[src/rtl/instruction_fetch_pkg.sv]
// Shared definitions for the fetch stage: NOP encoding, fetch FSM encodings,
// and small address helpers used when forming redirect targets.
package instruction_fetch_pkg;

    localparam logic [31:0] NOP_INSTRUCTION = 32'h0000_0000;
    localparam logic [31:0] WORD_BYTES      = 32'd4;

    typedef enum logic [1:0] {
        FETCH_BOOT = 2'b00,
        FETCH_RUN  = 2'b01,
        FETCH_HALT = 2'b10
    } fetch_state_t;

    // J-type target: upper nibble comes from the PC+4 of the jump itself.
    function automatic logic [31:0] jump_address(input logic [31:0] link_pc,
                                                 input logic [25:0] index);
        return {link_pc[31:28], index, 2'b00};
    endfunction

    function automatic logic word_aligned(input logic [31:0] address);
        return (address[1:0] == 2'b00);
    endfunction

endpackage

[src/rtl/if_id_register.sv]
// IF/ID pipeline register: load captures a new instruction, squash inserts a
// bubble while keeping the previous payload, neither means hold.
module if_id_register
    import instruction_fetch_pkg::*;
(
    input  logic        clock,
    input  logic        reset,
    input  logic        load,
    input  logic        squash,
    input  logic [31:0] next_instruction,
    input  logic [31:0] next_pc_plus_4,
    output logic [31:0] instruction,
    output logic [31:0] pc_plus_4,
    output logic        valid
);

    always_ff @(posedge clock) begin
        if (!reset) begin
            instruction <= NOP_INSTRUCTION;
            pc_plus_4   <= 32'h0;
            valid       <= 1'b0;
        end else if (load) begin
            instruction <= next_instruction;
            pc_plus_4   <= next_pc_plus_4;
            valid       <= 1'b1;
        end else if (squash) begin
            valid       <= 1'b0;
        end
    end

endmodule

[src/rtl/instruction_fetch.sv]
// Fetch stage: owns the PC, requests words from instruction memory and loads
// IF/ID; handles stall and decode-resolved jump/branch redirects.
module instruction_fetch
    import instruction_fetch_pkg::*;
#(
    parameter logic [31:0] RESET_PC = 32'h0000_0000
) (
    input  logic         clock,
    input  logic         reset,
    input  logic         stall,
    input  logic         jump,
    input  logic [25:0]  jump_target,
    input  logic         branch_taken,
    input  logic [31:0]  branch_target,
    output logic         imem_req,
    output logic [31:0]  imem_addr,
    input  logic [31:0]  imem_rdata,
    input  logic         imem_ready,
    output logic [31:0]  instruction,
    output logic [31:0]  pc_plus_4,
    output logic         valid,
    output logic         fetch_error,
    output fetch_state_t fetch_state
);

    // Memory handshake: a word transfers on a cycle with imem_req=1 and
    // imem_ready=1, in which imem_rdata belongs to imem_addr; while
    // imem_ready=0 the request and address are held unchanged, and
    // imem_rdata is never used when either signal is low.

    logic [31:0] pc;
    logic [31:0] pc_next_seq;
    logic        advance;
    logic        redirect;
    logic        misaligned_branch;
    logic        load;
    logic        squash;

    always_comb begin
        pc_next_seq       = pc + WORD_BYTES;
        advance           = (fetch_state == FETCH_RUN) && !stall;
        redirect          = jump || branch_taken;
        misaligned_branch = !jump && branch_taken && !word_aligned(branch_target);
        // A redirect squashes whatever word came back in the same cycle.
        load              = advance && !redirect && imem_ready;
        squash            = (fetch_state != FETCH_RUN) || (advance && !load);
        imem_req          = advance;
        imem_addr         = pc;
    end

    always_ff @(posedge clock) begin
        if (!reset) begin
            fetch_state <= FETCH_BOOT;
            pc          <= {RESET_PC[31:2], 2'b00};
            fetch_error <= 1'b0;
        end else begin
            case (fetch_state)
                FETCH_BOOT: begin
                    fetch_state <= FETCH_RUN;
                end
                FETCH_RUN: begin
                    if (!stall) begin
                        if (jump) begin
                            pc <= jump_address(pc_plus_4, jump_target);
                        end else if (branch_taken) begin
                            if (misaligned_branch) begin
                                fetch_state <= FETCH_HALT;
                                fetch_error <= 1'b1;
                            end else begin
                                pc <= branch_target;
                            end
                        end else if (imem_ready) begin
                            pc <= pc_next_seq;
                        end
                    end
                end
                FETCH_HALT: begin
                    fetch_error <= 1'b1;
                end
                default: begin
                    fetch_state <= FETCH_HALT;
                    fetch_error <= 1'b1;
                end
            endcase
        end
    end

    if_id_register u_if_id (
        .clock            (clock),
        .reset            (reset),
        .load             (load),
        .squash           (squash),
        .next_instruction (imem_rdata),
        .next_pc_plus_4   (pc_next_seq),
        .instruction      (instruction),
        .pc_plus_4        (pc_plus_4),
        .valid            (valid)
    );

endmodule

[config.mk]
export PLATFORM = sky130hd
export DESIGN_NAME = instruction_fetch
export DESIGN_NICKNAME = d
export VERILOG_FILES = /design/src/rtl/instruction_fetch_pkg.sv /design/src/rtl/if_id_register.sv /design/src/rtl/instruction_fetch.sv
export SDC_FILE = /design/constraint.sdc
export NUM_CORES = 1
export LEC_CHECK = 0
export ABC_AREA = 1
export BUFFER_PORTS_ARGS = -buffer_cell sky130_fd_sc_hd__buf_2
export CORE_MARGIN = 3
export CORE_UTILIZATION = 43
export CTS_BUF_LIST = sky130_fd_sc_hd__clkbuf_16
export DETAILED_ROUTE_END_ITERATION = 12
export PLACE_DENSITY = 0.75
export RECOVER_POWER = 50
export SETUP_SLACK_MARGIN = 0.02
export SKIP_LAST_GASP = 1
export SLEW_MARGIN = 30
export SYNTH_ARGS = -nofsm -noshare
export SYNTH_HDL_FRONTEND = slang
export SYNTH_SLANG_ARGS = --single-unit
[constraint.sdc]
create_clock -name clock -period 1.5 [get_ports clock]
set_clock_uncertainty 0.15 [all_clocks]
set_input_delay 0.45 -clock clock [delete_from_list [all_inputs] [get_ports clock]]
set_output_delay 0.45 -clock clock [all_outputs]
set_load 0.02 [all_outputs]
[Word-level counts from Yosys, hierarchy flattened]
Index checks and enable logic that the tools add are counted.
Storage, ports and cells
  bits in registers: 100
  input bits: 96
  output and inout port bits: 101
  logic and storage cells: 54
Operators by class
  $add $sub $neg: 1
  equality and inequality tests: 8
  mux-type cells: 16
  bitwise logic cells: 3
  reduce and logical (&&, ||, !) cells: 20
Operators by type and width (count)
  two-way mux 32 bit: 4
  adder 32 x 3 -> 32 bit (second input constant): 1
  AND reduction 5 bit: 2
  two-way mux 2 bit: 4
  inequality test 2 bit (second input constant): 4
  logical AND 1 bit: 6
  two-way mux 1 bit: 6
  one-hot mux 2 bit (3 select lines): 1
  zero test 1 bit: 5
  zero test 2 bit: 2
  AND reduction 4 bit: 1
  inequality test 3 bit (second input constant): 1
  NOT 1 bit: 3
  nonzero test 3 bit: 1
  == test 2 x 1 -> 1 bit (second input constant): 1
  == test 2 bit (second input constant): 1
  logical OR 1 bit: 2
  inequality test 2 x 1 -> 1 bit (second input constant): 1
  one-hot mux 1 bit (2 select lines): 1
  nonzero test 2 bit: 1

[Depth between registers and ports, before layout]
  word-level depth: 9
  gate-level depth with buffers: 11
  mapped depth without buffers: 10

[Hierarchy]
Synthesis repeated with hierarchy kept, for this count alone.
Unflattened totals
  cell total of the unflattened synthesis: 705
  area total of the unflattened synthesis: 4869.7 µm²
Modules (own cells, without submodules)
  instruction_fetch: times used 1, cells an instance 422, area an instance 2577.5 µm², seq. area each 700.7 µm²
  if_id_register: times used 1, cells an instance 283, area an instance 2292.2 µm², seq. area each 1301.2 µm²

[Worst setup path before layout]
No wires, ideal clock.
  path type: register to register
  start point: register pc[2], in the netlist imem_addr[2]
  end point: register u_if_id.pc_plus_4[28]
  library setup time: 0.115 ns
  data arrival time: 1.504 ns
  data required time: 1.235 ns
  path slack: -0.270 ns
  cell stages (with the launch flop): 11
  clock period less this slack: 1.770 ns
  path through: dfxtp_1 ha_1 nand2_2 nor2_4 nand2_4 nor2_1 nand2_1 nand2_1 nand2_1 o21ai_0 inv_1
On the way
  word-level cells in the longest chain between the ends: 1
RTL lines
  start, declared: RTL line instruction_fetch.sv:31  | logic [31:0] pc;
  start signal, assigned: RTL line instruction_fetch.sv:54  | pc <= {RESET_PC[31:2], 2'b00};
  start signal, assigned: RTL line instruction_fetch.sv:64  | pc <= jump_address(pc_plus_4, jump_target);
  start signal, assigned: RTL line instruction_fetch.sv:70  | pc <= branch_target;
  adder 32 x 3 -> 32 bit: RTL line instruction_fetch.sv:40  | pc_next_seq = pc + WORD_BYTES;
  end signal, assigned: RTL line if_id_register.sv:24  | pc_plus_4 <= next_pc_plus_4;
  end, declared: RTL line if_id_register.sv:13  | output logic [31:0] pc_plus_4,
No other way between the ends.
A chain may end at the register's enable or synchronous reset.

[Worst setup path in the final report]
  start point: register pc[2], in the netlist imem_addr[2]
  end point: register pc[20], in the netlist imem_addr[20]
On the way
  word-level cells in the longest chain between the ends: 4
RTL lines
  adder 32 x 3 -> 32 bit: RTL line instruction_fetch.sv:40
  two-way mux 32 bit: RTL line instruction_fetch.sv:72  | end else if (imem_ready) begin
  two-way mux 32 bit: RTL line instruction_fetch.sv:65  | end else if (branch_taken) begin
  two-way mux 32 bit: RTL line instruction_fetch.sv:63  | if (jump) begin
No other way between the ends. The select of a mux whose other input is x is not followed.

==> metrics.md <==
| Metric | Value |
|---|---|
| Outcome | finished, violations left |
| Failing checks | negative setup slack |
| MaxCap Viol Count | 0 |
| Sum Neg Setup Slack | -20.62 ns |
| First-pass DRT Iterations | 6 |
| Mapped cell area | 0.005065 mm² |
| Insertion delay to the later sink of the worst-skew pair | 0.37 ns |
| Final Hold Fails | 0 |
| Worst rel slew slack | 0.7650 |
| CP Buf/Inv Count | 0 |
| Vias | 7,528 |
| CTS tree | built |
| Power Total | 6.816 mW |
| Clock transition at path regs | 0.07 ns |
| DIE HEIGHT | 114.5 µm |
| Ant diodes | 0 |
| Vias in the first global route | 6,131 |
| Final net count | 1,179 |
| Share of layout cells above drive strength 1 | 0.5750 |
| Post-synth EDFFs | 0 |
| Io pins | 197 |
| Hold Worst Slack | 0.1753 ns |
| Crit path depth | 7 |
| Starting Density | 0.4417 |
| Clock sink total | 100 |
| Core area | 0.01147 mm² |
| HP Start | imem_rdata[7] |
| Asr flop ratio synth | 0 |
| Slowest stage delay, CP | 0.39 ns |
| Post-Synthesis Cells | 763 |
| Hold Path Depth | 3 |
| CTS H-tree depth | 3 |
| Tcrit/Tclk final | 1.294 |
| Largest net degree at the start of global routing | 52 |
| Filler cell count in the final layout | 512 |
| Die area | 0.01312 mm² |
| Post-Route WL | 28,900 µm |
| Slew Limit Fails | 0 |
| Top-area cell type share of the netlist area | 0.3953 |
| Crit path max-delay family | simple AND/OR/NAND/NOR gates |
| Critical path required time | 1.64 ns |
| Antenna violations before repair | 0 |
| Post-DR vias/cell | 6.120 |
| Initial DRC count | 1,147 |
| Max Freq | 0.5153 GHz |
| CP max FO | 4 |
| Critical path type | reg2reg |
| Pre-CTS WS | -0.2559 ns |
| Post-DP HPWL | 12,320 µm |
| Die width | 114.5 µm |
| # setup viols final | 134 |
| Avg Cell Area, Syn | 6.638 µm² |
| Worst-Margin Slew | 0.3488 ns |
| Remaining antenna violation count | 0 |
| FF-to-FF path depth | 7 |
| Slowest CP cell | dfxtp_4 |
| Ys flop type | dfxtp_1 |
| Num rows | 39 |
| First-pass GRT wire length | 30,010 µm |
| Final worst slack | -0.4407 ns |
| Final Wtd Congestion | 0.8762 |
| Leading area contributor after synthesis | dfxtp_1 |
| Reg2Reg Launch Point | imem_addr[2] |
| Drc violations | 0 |
| Hold Path Class | in2reg |
| PwrDens | 716.1 mW/mm² |
| Crit end category | flop |
| Startpoint types | flop |
| Worst setup startpoint | imem_addr[2] |
| Aggregate global routing overflow | 0 |
| Total number of yosys warnings | 0 |
| Hold_buf cts | 0 |
| Layout area overhead | 87.94% |
| Top area cells in the synthesized netlist | dfxtp_1 40%, nand2_1 18%, a21oi_1 7.3% |
| Syn nets | 860 |
| Max IR drop VDD | 0.5530 mV |
| Total GRT Usage | 0.2868 |
| Yosys reg bits | 100 |
| Min Tclk post-route | 1.941 ns |
| Avg WL per Cell | 23.50 µm |
| Post-synth cell types | 31 |
| Seq/Total Area, Yosys | 0.3953 |
| LEAKAGE | 4.461 nW |
| CP Cell Sequence | ha_4, nand2_4, nor2_4, nand3b_1, o21bai_1, nand3_1, a21oi_1 |
| Root Driver | clkbuf_16 |
| WP data arrival | 2.08 ns |
| Clk buf depth | 2 |
| RSZ-0062 raised after global routing | true |
| CTS buffer count | 9 |
| Port Buf Inserts | 196 |
-- path summary, 6_finish.rpt --
path	end	slack [ns]
hold reg to reg	u_if_id.instruction[1]	0.32
setup reg to reg	imem_addr[20]	-0.44
setup / recovery	imem_addr[20]	-0.44
hold / removal	u_if_id.instruction[7]	0.18
-- cell usage in the layout (no fill, tap or decap), types with 2 or more instances in the layout --
cell type,Yosys,final
nand2_1,238,170
buf_4,8,121
buf_2,11,116
buf_6,4,85
inv_1,54,51
dfxtp_1,100,51
nor2_1,73,45
a21oi_2,0,44
nand2_4,2,42
nand3_1,51,37
o21ai_1,21,32
nand2_2,3,31
nor2_4,4,30
a21oi_1,74,30
dfxtp_2,0,25
dfxtp_4,0,24
clkbuf_16,0,17
o21ai_2,0,15
buf_12,0,15
o21a_1,13,13
o21ai_0,37,11
nand3_2,1,10
nor2_2,8,10
xor2_2,0,7
o21bai_1,6,6
nand3_4,0,5
inv_2,5,5
nand3b_1,4,4
inv_4,0,3
inv_8,0,3
xor2_1,11,3
nand4_1,3,3
buf_8,0,3
clkinv_8,0,2
xnor2_2,0,2
or2_0,2,2
buf_16,0,2
-- through the flow --
step / instances / instance area [µm²] / utilization
2_1_floorplan: 763 / 5223 / -
3_3_place_gp: 1136 / 6764 / 0.5899
3_5_place_dp: 1136 / 6764 / 0.5899
4_1_cts: 1192 / 8015 / 0.6990
5_1_grt: 1230 / 9519 / 0.8301
6_report: 1230 / 9519 / 0.8301
-- sequential cells by signal (all words and copies together) (netlist names) --
name and count:
u_if_id.valid 1, u_if_id.pc_plus_4 32, u_if_id.instruction 32, imem_addr 32, fetch_state 2, fetch_error 1
-- worst reg2reg max path, stage by stage (launching register included) --
cell and delay (ns):
dfxtp_4 0.39, ha_4 0.17, nand2_4 0.07, nor2_4 0.19, nand3b_1 0.24, o21bai_1 0.32
nand3_1 0.16, a21oi_1 0.17
-- metal layers --
metal / vias to the layer above / track usage / routed length (µm)
li1: 3067 / - / -
met2: 776 / 0.4823 / 13060
met3: 266 / 0.07082 / 3670
met1: 3419 / 0.3462 / 9574
met4: 0 / 0.1251 / 2602
met5: - / 0 / 0
-- kinds of logic after synthesis --
family | synth area share
xor+xnor | 0.02421
buf+inv | 0.09264
compound gates | 0.1616
fa+ha+maj | 0.002470
flops | 0.3953
simple gates | 0.3239
-- cell usage after synthesis, drive strengths merged, types with 6 or more instances --
master    n
o21ai    58
nand2   243
nor2     85
nand3    52
clkbuf   20
xor2     11
buf      24
dfxtp   100
inv      60
o21bai    6
a21oi    74
o21a     13
-- report_power, final --
part / internal [mW] / total (mW) / switching, mW
Clock: 1.15 / 2.32 / 1.17
Combinational: 0.747 / 1.63 / 0.887
Sequential: 2.74 / 2.86 / 0.122
Total: 4.64 / 6.82 / 2.18
-- cell type report --
type	count	area [µm²]	share of cell area
clock buffer	9	225.2	0.02366
clock inverter	7	57.56	0.006046
inverter	60	250.2	0.02629
multi-input combinational	559	3616	0.3799
sequential	100	2123	0.2231
tap	143	178.9	0.01880
timing repair buffer	351	3052	0.3206
timing repair inverter	1	16.27	0.001709
-- what timing repair did --
action	in CTS	in global routing
resized for setup	190	314
pin swaps	61	75
buffers inserted	39	33
cloned	2	13
endpoints found under the setup margin	83	158
No activity file was read; power rests on OpenSTA's default activity.
